## src/rtl/imm_pkg.sv

```systemverilog
//------------------------------------------------------------------------------
// Module : imm_pkg
// Brief  : Shared constants for the RV32I immediate encoder (selects, masks,
//          signed field widths, error flag bundle, representability helper).
// Rev    : 1.0  initial release
//------------------------------------------------------------------------------
`default_nettype none

package imm_pkg;

  localparam int IMM_W = 32;
  localparam int SEL_W = 3;

  localparam logic [SEL_W-1:0] IMM_I = 3'b000;
  localparam logic [SEL_W-1:0] IMM_S = 3'b001;
  localparam logic [SEL_W-1:0] IMM_B = 3'b010;
  localparam logic [SEL_W-1:0] IMM_U = 3'b011;
  localparam logic [SEL_W-1:0] IMM_J = 3'b100;

  localparam logic [IMM_W-1:0] MASK_I = 32'hFFF0_0000;
  localparam logic [IMM_W-1:0] MASK_S = 32'hFE00_0F80;
  localparam logic [IMM_W-1:0] MASK_B = 32'hFE00_0F80;
  localparam logic [IMM_W-1:0] MASK_U = 32'hFFFF_F000;
  localparam logic [IMM_W-1:0] MASK_J = 32'hFFFF_F000;

  localparam int SW_I = 12;
  localparam int SW_S = 12;
  localparam int SW_B = 13;
  localparam int SW_J = 21;

  typedef struct packed {
    logic e_range;
    logic e_align;
    logic e_sel;
  } imm_err_t;

  // True when v equals the sign extension of its low w bits.
  function automatic logic fits_signed(input logic [IMM_W-1:0] v, input int w);
    logic ok;
    ok = 1'b1;
    for (int i = 0; i < IMM_W; i++) begin
      if (i >= w - 1 && v[i] != v[IMM_W-1]) ok = 1'b0;
    end
    return ok;
  endfunction

endpackage

`default_nettype wire

```

## src/rtl/imm_pack.sv

```systemverilog
//------------------------------------------------------------------------------
// Module : imm_pack
// Brief  : Combinational scatter of an immediate into an instruction word, with
//          range/alignment checks when IMMENC_RANGE_CHECK_EN is defined.
// Rev    : 1.0  initial release
//------------------------------------------------------------------------------
`default_nettype none

module imm_pack
  import imm_pkg::*;
(
  input  logic [IMM_W-1:0] imm,
  input  logic [SEL_W-1:0] imm_sel,
  input  logic [IMM_W-1:0] base_instr,
  output logic [IMM_W-1:0] word,
  output imm_err_t         err
);

  logic [IMM_W-1:0] scatter;
  logic [IMM_W-1:0] mask;

  always_comb begin
    scatter = '0;
    mask    = '0;
    err     = '0;
    case (imm_sel)
      IMM_I: begin
        scatter = {imm[11:0], 20'b0};
        mask    = MASK_I;
`ifdef IMMENC_RANGE_CHECK_EN
        err.e_range = !fits_signed(imm, SW_I);
`endif
      end
      IMM_S: begin
        scatter = {imm[11:5], 13'b0, imm[4:0], 7'b0};
        mask    = MASK_S;
`ifdef IMMENC_RANGE_CHECK_EN
        err.e_range = !fits_signed(imm, SW_S);
`endif
      end
      IMM_B: begin
        scatter = {imm[12], imm[10:5], 13'b0, imm[4:1], imm[11], 7'b0};
        mask    = MASK_B;
`ifdef IMMENC_RANGE_CHECK_EN
        err.e_range = !fits_signed(imm, SW_B);
        err.e_align = imm[0];
`endif
      end
      IMM_U: begin
        scatter = {imm[31:12], 12'b0};
        mask    = MASK_U;
`ifdef IMMENC_RANGE_CHECK_EN
        err.e_range = |imm[11:0];
`endif
      end
      IMM_J: begin
        scatter = {imm[20], imm[10:1], imm[11], imm[19:12], 12'b0};
        mask    = MASK_J;
`ifdef IMMENC_RANGE_CHECK_EN
        err.e_range = !fits_signed(imm, SW_J);
        err.e_align = imm[0];
`endif
      end
      // Illegal selects pass the base word through untouched.
      default: err.e_sel = 1'b1;
    endcase
    word = (base_instr & ~mask) | (scatter & mask);
  end

endmodule

`default_nettype wire

```

## src/rtl/imm_encode.sv

```systemverilog
//------------------------------------------------------------------------------
// Module : imm_encode
// Brief  : Two-stage valid/ready RV32I immediate encoder with error counting.
//          Range/alignment checking enabled by defining IMMENC_RANGE_CHECK_EN.
// Rev    : 1.0  initial release
//------------------------------------------------------------------------------
`default_nettype none

module imm_encode
  import imm_pkg::*;
#(
  parameter int K  = 3,
  parameter int N  = 32,
  parameter int CW = 16
) (
  input  logic          clk,
  input  logic          rst_n,
  input  logic          in_valid,
  output logic          in_ready,
  input  logic [N-1:0]  imm,
  input  logic [K-1:0]  imm_sel,
  input  logic [N-1:0]  base_instr,
  output logic          out_valid,
  input  logic          out_ready,
  output logic [N-1:0]  instr_out,
  output logic          err_range,
  output logic          err_align,
  output logic          err_sel,
  output logic [CW-1:0] err_count
);

  logic          a_valid_q, a_valid_d;
  logic [N-1:0]  a_imm_q, a_imm_d;
  logic [K-1:0]  a_sel_q, a_sel_d;
  logic [N-1:0]  a_base_q, a_base_d;
  logic          b_valid_q, b_valid_d;
  logic [N-1:0]  b_instr_q, b_instr_d;
  imm_err_t      b_err_q, b_err_d;
  logic [CW-1:0] err_count_q, err_count_d;

  logic          a_ready;
  logic          accept;
  logic          consume;
  logic [N-1:0]  pack_word;
  imm_err_t      pack_err;

  imm_pack u_pack (
    .imm        (a_imm_q),
    .imm_sel    (a_sel_q),
    .base_instr (a_base_q),
    .word       (pack_word),
    .err        (pack_err)
  );

  always_comb begin
    a_ready  = !b_valid_q || out_ready;
    in_ready = (!a_valid_q || a_ready) && rst_n;
    accept   = in_valid && in_ready;
    consume  = b_valid_q && out_ready;

    a_valid_d   = a_valid_q;
    a_imm_d     = a_imm_q;
    a_sel_d     = a_sel_q;
    a_base_d    = a_base_q;
    b_valid_d   = b_valid_q;
    b_instr_d   = b_instr_q;
    b_err_d     = b_err_q;
    err_count_d = err_count_q;

    if (accept) begin
      a_valid_d = 1'b1;
      a_imm_d   = imm;
      a_sel_d   = imm_sel;
      a_base_d  = base_instr;
    end else if (a_ready) begin
      a_valid_d = 1'b0;
    end

    // Stage B only advances when its current result is gone or leaving now.
    if (a_ready) begin
      b_valid_d = a_valid_q;
      if (a_valid_q) begin
        b_instr_d = pack_word;
        b_err_d   = pack_err;
      end
    end

    if (consume && (|b_err_q) && (err_count_q != {CW{1'b1}})) begin
      err_count_d = err_count_q + 1'b1;
    end
  end

  always_ff @(posedge clk) begin
    if (!rst_n) begin
      a_valid_q   <= 1'b0;
      a_imm_q     <= '0;
      a_sel_q     <= '0;
      a_base_q    <= '0;
      b_valid_q   <= 1'b0;
      b_instr_q   <= '0;
      b_err_q     <= '0;
      err_count_q <= '0;
    end else begin
      a_valid_q   <= a_valid_d;
      a_imm_q     <= a_imm_d;
      a_sel_q     <= a_sel_d;
      a_base_q    <= a_base_d;
      b_valid_q   <= b_valid_d;
      b_instr_q   <= b_instr_d;
      b_err_q     <= b_err_d;
      err_count_q <= err_count_d;
    end
  end

  assign out_valid = b_valid_q;
  assign instr_out = b_instr_q;
  assign err_range = b_err_q.e_range;
  assign err_align = b_err_q.e_align;
  assign err_sel   = b_err_q.e_sel;
  assign err_count = err_count_q;

endmodule

`default_nettype wire

```

## config.mk

```make
export PLATFORM = sky130hd
export DESIGN_NAME = imm_encode
export DESIGN_NICKNAME = d
export VERILOG_FILES = /design/src/rtl/imm_pkg.sv /design/src/rtl/imm_pack.sv /design/src/rtl/imm_encode.sv
export SDC_FILE = /design/constraint.sdc
export NUM_CORES = 1
export LEC_CHECK = 0
export BUFFER_PORTS_ARGS = -buffer_cell sky130_fd_sc_hd__buf_2
export CORE_UTILIZATION = 53
export DETAILED_ROUTE_END_ITERATION = 10
export GPL_TIMING_DRIVEN = 0
export HOLD_SLACK_MARGIN = 0.08
export PLACE_DENSITY = 0.83
export SLEW_MARGIN = 20
export SYNTH_ARGS = -nofsm -noshare
export SYNTH_HDL_FRONTEND = slang
export SYNTH_SLANG_ARGS = --single-unit
```

## constraint.sdc

```tcl
create_clock -name clk -period 2.2 [get_ports clk]
set_clock_uncertainty 0.1 [all_clocks]
set_input_delay 0.33 -clock clk [delete_from_list [all_inputs] [get_ports clk]]
set_output_delay 0.33 -clock clk [all_outputs]
set_load 0.03 [all_outputs]
```

==> results_dict.tcl <==
set metrics [dict create \
    outcome "finished, final reports clean" \
    via_per_inst 5.877 \
    synth.top_cell.area_share_pct 49.15 \
    slowest_stage "a21oi_2" \
    p_leak_uw 0.003090 \
    initial_utilization_pct 54.84 \
    peakVddDrop_uv 752.3 \
    dp_cells 816 \
    wl_um 15260 \
    cts_tree "built" \
    path_clk_slew_ns 0.06 \
    fp.dieArea_um2 9453 \
    timing.reg2reg.setup_slack_ns 0.1 \
    cp-start-kind "register" \
    maxSlewViolCount 0 \
    route.detailed.drc 0 \
    dr.pass1.iters 5 \
    cp_top_family "compound AO/OA/AOI/OAI gates" \
    ant_nets 0 \
    rsz0062_at_grt "false" \
    path_cells "and3b_1 > clkbuf_1 > a21oi_2 > mux2i_1 > a211oi_1" \
    drtIter0Drc 338 \
    grt_overflow_total 0 \
    nets 868 \
    dpl.hpwl_um 9335 \
    synth_common_cells "118 x dfxtp_1, 83 x o21ai_0, 76 x nand3_1" \
    tightest_slew_ns 0.6857 \
    antenna_found_initial 0 \
    n_fill_cell 568 \
    core_um2 8763 \
    fmax_mhz 475.5 \
    die-height_um 97.23 \
    synth-edff-count 0 \
    port_buffers 121 \
    slowest_delay_ns 0.57 \
    power_density_nw_per_um2 866.6 \
    yosys.area.top_type "dfxtp_1" \
    slew_headroom_pct 54.29 \
    fin_crit_sh_pct 95.60 \
    grt_max_degree 17 \
    vias 5377 \
    setup_viol_count_final 0 \
    numCtsBuffers 17 \
    syn_avg_cell_area_um2 8.201 \
    grt_pass1_vias 5340 \
    synth.most_common_cell "dfxtp_1" \
    cts.path.max_buffers 2 \
    hp-class "in2reg" \
    clock-root-buffer "clkbuf_8" \
    maxCapViolCount 0 \
    endpoint_kind "register" \
    synth-seq-cells 118 \
    hold_viol 0 \
    ff2ff_path_depth 5 \
    async_flop_share_pct 0 \
    drive_above_1_share_pct 20.82 \
    syn_to_final_growth_pct 43.40 \
    critPathRequiredTime_ns 2.52 \
    ys_warn_count 0 \
    worst_slack_ns 0.09688 \
    grt_pass1_wl_um 24630 \
    h-tree-depth 4 \
    post-place-ws_ns -0.1869 \
    rows 34 \
    final_cell_count_no_fill 915 \
    netlist_instances 586 \
    io_pins 124 \
    num_antenna_cells 0 \
    critPathKind "reg2reg" \
    fin_crit_ns 2.103 \
    synthTopCellsByArea "dfxtp_1 49%, o21ai_0 8.6%, nand3_1 7.9%" \
    synth.distinct_cells 46 \
    cp_max_fo 8 \
    worstPathArrival_ns 2.43 \
    synth_top_flop_cell "dfxtp_1" \
    netlist_area_um2 4806 \
    wl_per_cell_um 16.68 \
    clkLatencyLatePin_ns 0.52 \
    track_usage_pct 32.37 \
    path_buf_inv 1 \
    synth_sequential_area_ratio_pct 49.15 \
    min_path_cells 3 \
    cts_sinks 118 \
    gp_congestion 0.8905 \
    die_w_um 97.23 \
    cp.depth 5 \
]
metrics by stage:
stage / util, % / power (uW) / TNS [ns] / hold slack, ns / cell area (um^2)
floorplan: - / 2710 / 0 / 0.3295 / 4810
global placement: 63.34 / 2893 / -5.257 / 0.3405 / 5550
detailed placement: 63.34 / 2914 / -7.915 / 0.3478 / 5550
CTS: 78.48 / 5936 / 0 / 0.09907 / 6878
global route: 78.64 / 6131 / 0 / 0.1147 / 6892
finish: 78.64 / 5973 / 0 / 0.1011 / 6892
final timing paths:
check                                   from            end
worst max-delay path              a_sel_q[2]  instr_out[18]
worst min-delay path                   rst_n   instr_out[9]
worst max register to register    a_sel_q[2]  instr_out[18]
worst min register to register  instr_out[1]   instr_out[1]
flip-flops by register name, summed over array words and instances, names as in the netlist:
register and flops:
a_sel_q 3, a_base_q 32, a_valid_q 1, instr_out 32, a_imm_q 32, err_sel 1
out_valid 1, err_count 16
per-layer routing:
layer | GRT usage [%] | wire [um] | vias up
li1 | - | - | 2470
met1 | 35.15 | 5663 | 2513
met2 | 58.40 | 7828 | 316
met3 | 8.705 | 1196 | 78
met4 | 15.05 | 575 | 0
met5 | 0 | 0 | -
layout make-up:
class	count	area, um^2	share of cell area (%)
Sequential cell	118	2365	34.31
Multi-Input combinational cell	358	2027	29.41
Timing Repair Buffer	190	1294	18.77
Clock buffer	21	459.2	6.663
Inverter	69	259.0	3.758
Buffer	42	178.9	2.596
Clock inverter	9	173.9	2.524
Tap cell	108	135.1	1.961
cell families (layout without fill, tap and decap cells):
family / after synthesis / count (layout) / share of synthesized area, %
simple gates: 176 / 176 / 18.93
other cells: 1 / 2 / 0.07803
compound gates: 164 / 164 / 19.34
buf+inv: 111 / 331 / 9.112
fa+ha+maj: 2 / 2 / 0.4686
flops: 118 / 118 / 49.15
xor+xnor: 1 / 1 / 0.1823
mux: 13 / 13 / 2.734
where the power goes:
group | leakage, uW | total (uW) | switching [uW] | internal, uW
Sequential | 0.000971 | 2350 | 85.3 | 2270
Combinational | 0.00181 | 652 | 381 | 271
Clock | 0.000314 | 2970 | 942 | 2030
worst register-to-register path, stage by stage, from the launching register on:
cell,delay (ns)
dfxtp_1,0.40
and3b_1,0.21
clkbuf_1,0.22
a21oi_2,0.57
mux2i_1,0.21
a211oi_1,0.29
cells in the final DEF (no fill, tap or decap), drive strengths merged, types with 12 or more instances in the layout:
| cell type | count |
|---|---|
| dfxtp | 118 |
| nand3 | 76 |
| clkbuf | 51 |
| o21ai | 83 |
| nand2 | 32 |
| mux2i | 12 |
| a21oi | 40 |
| a211oi | 13 |
| nor2 | 22 |
| buf | 134 |
| inv | 68 |
| dlygate4sd3 | 68 |
timing repair:
action | in CTS | in global routing
resized for setup | 1 | 4
hold endpoints to repair | 68 | 0
buffers inserted | 1 | 0
setup endpoints to repair | 29 | 9
pin swaps | 1 | 0
hold buffers | 68 | 0
Note: power is estimated with default switching activity, not from simulation.
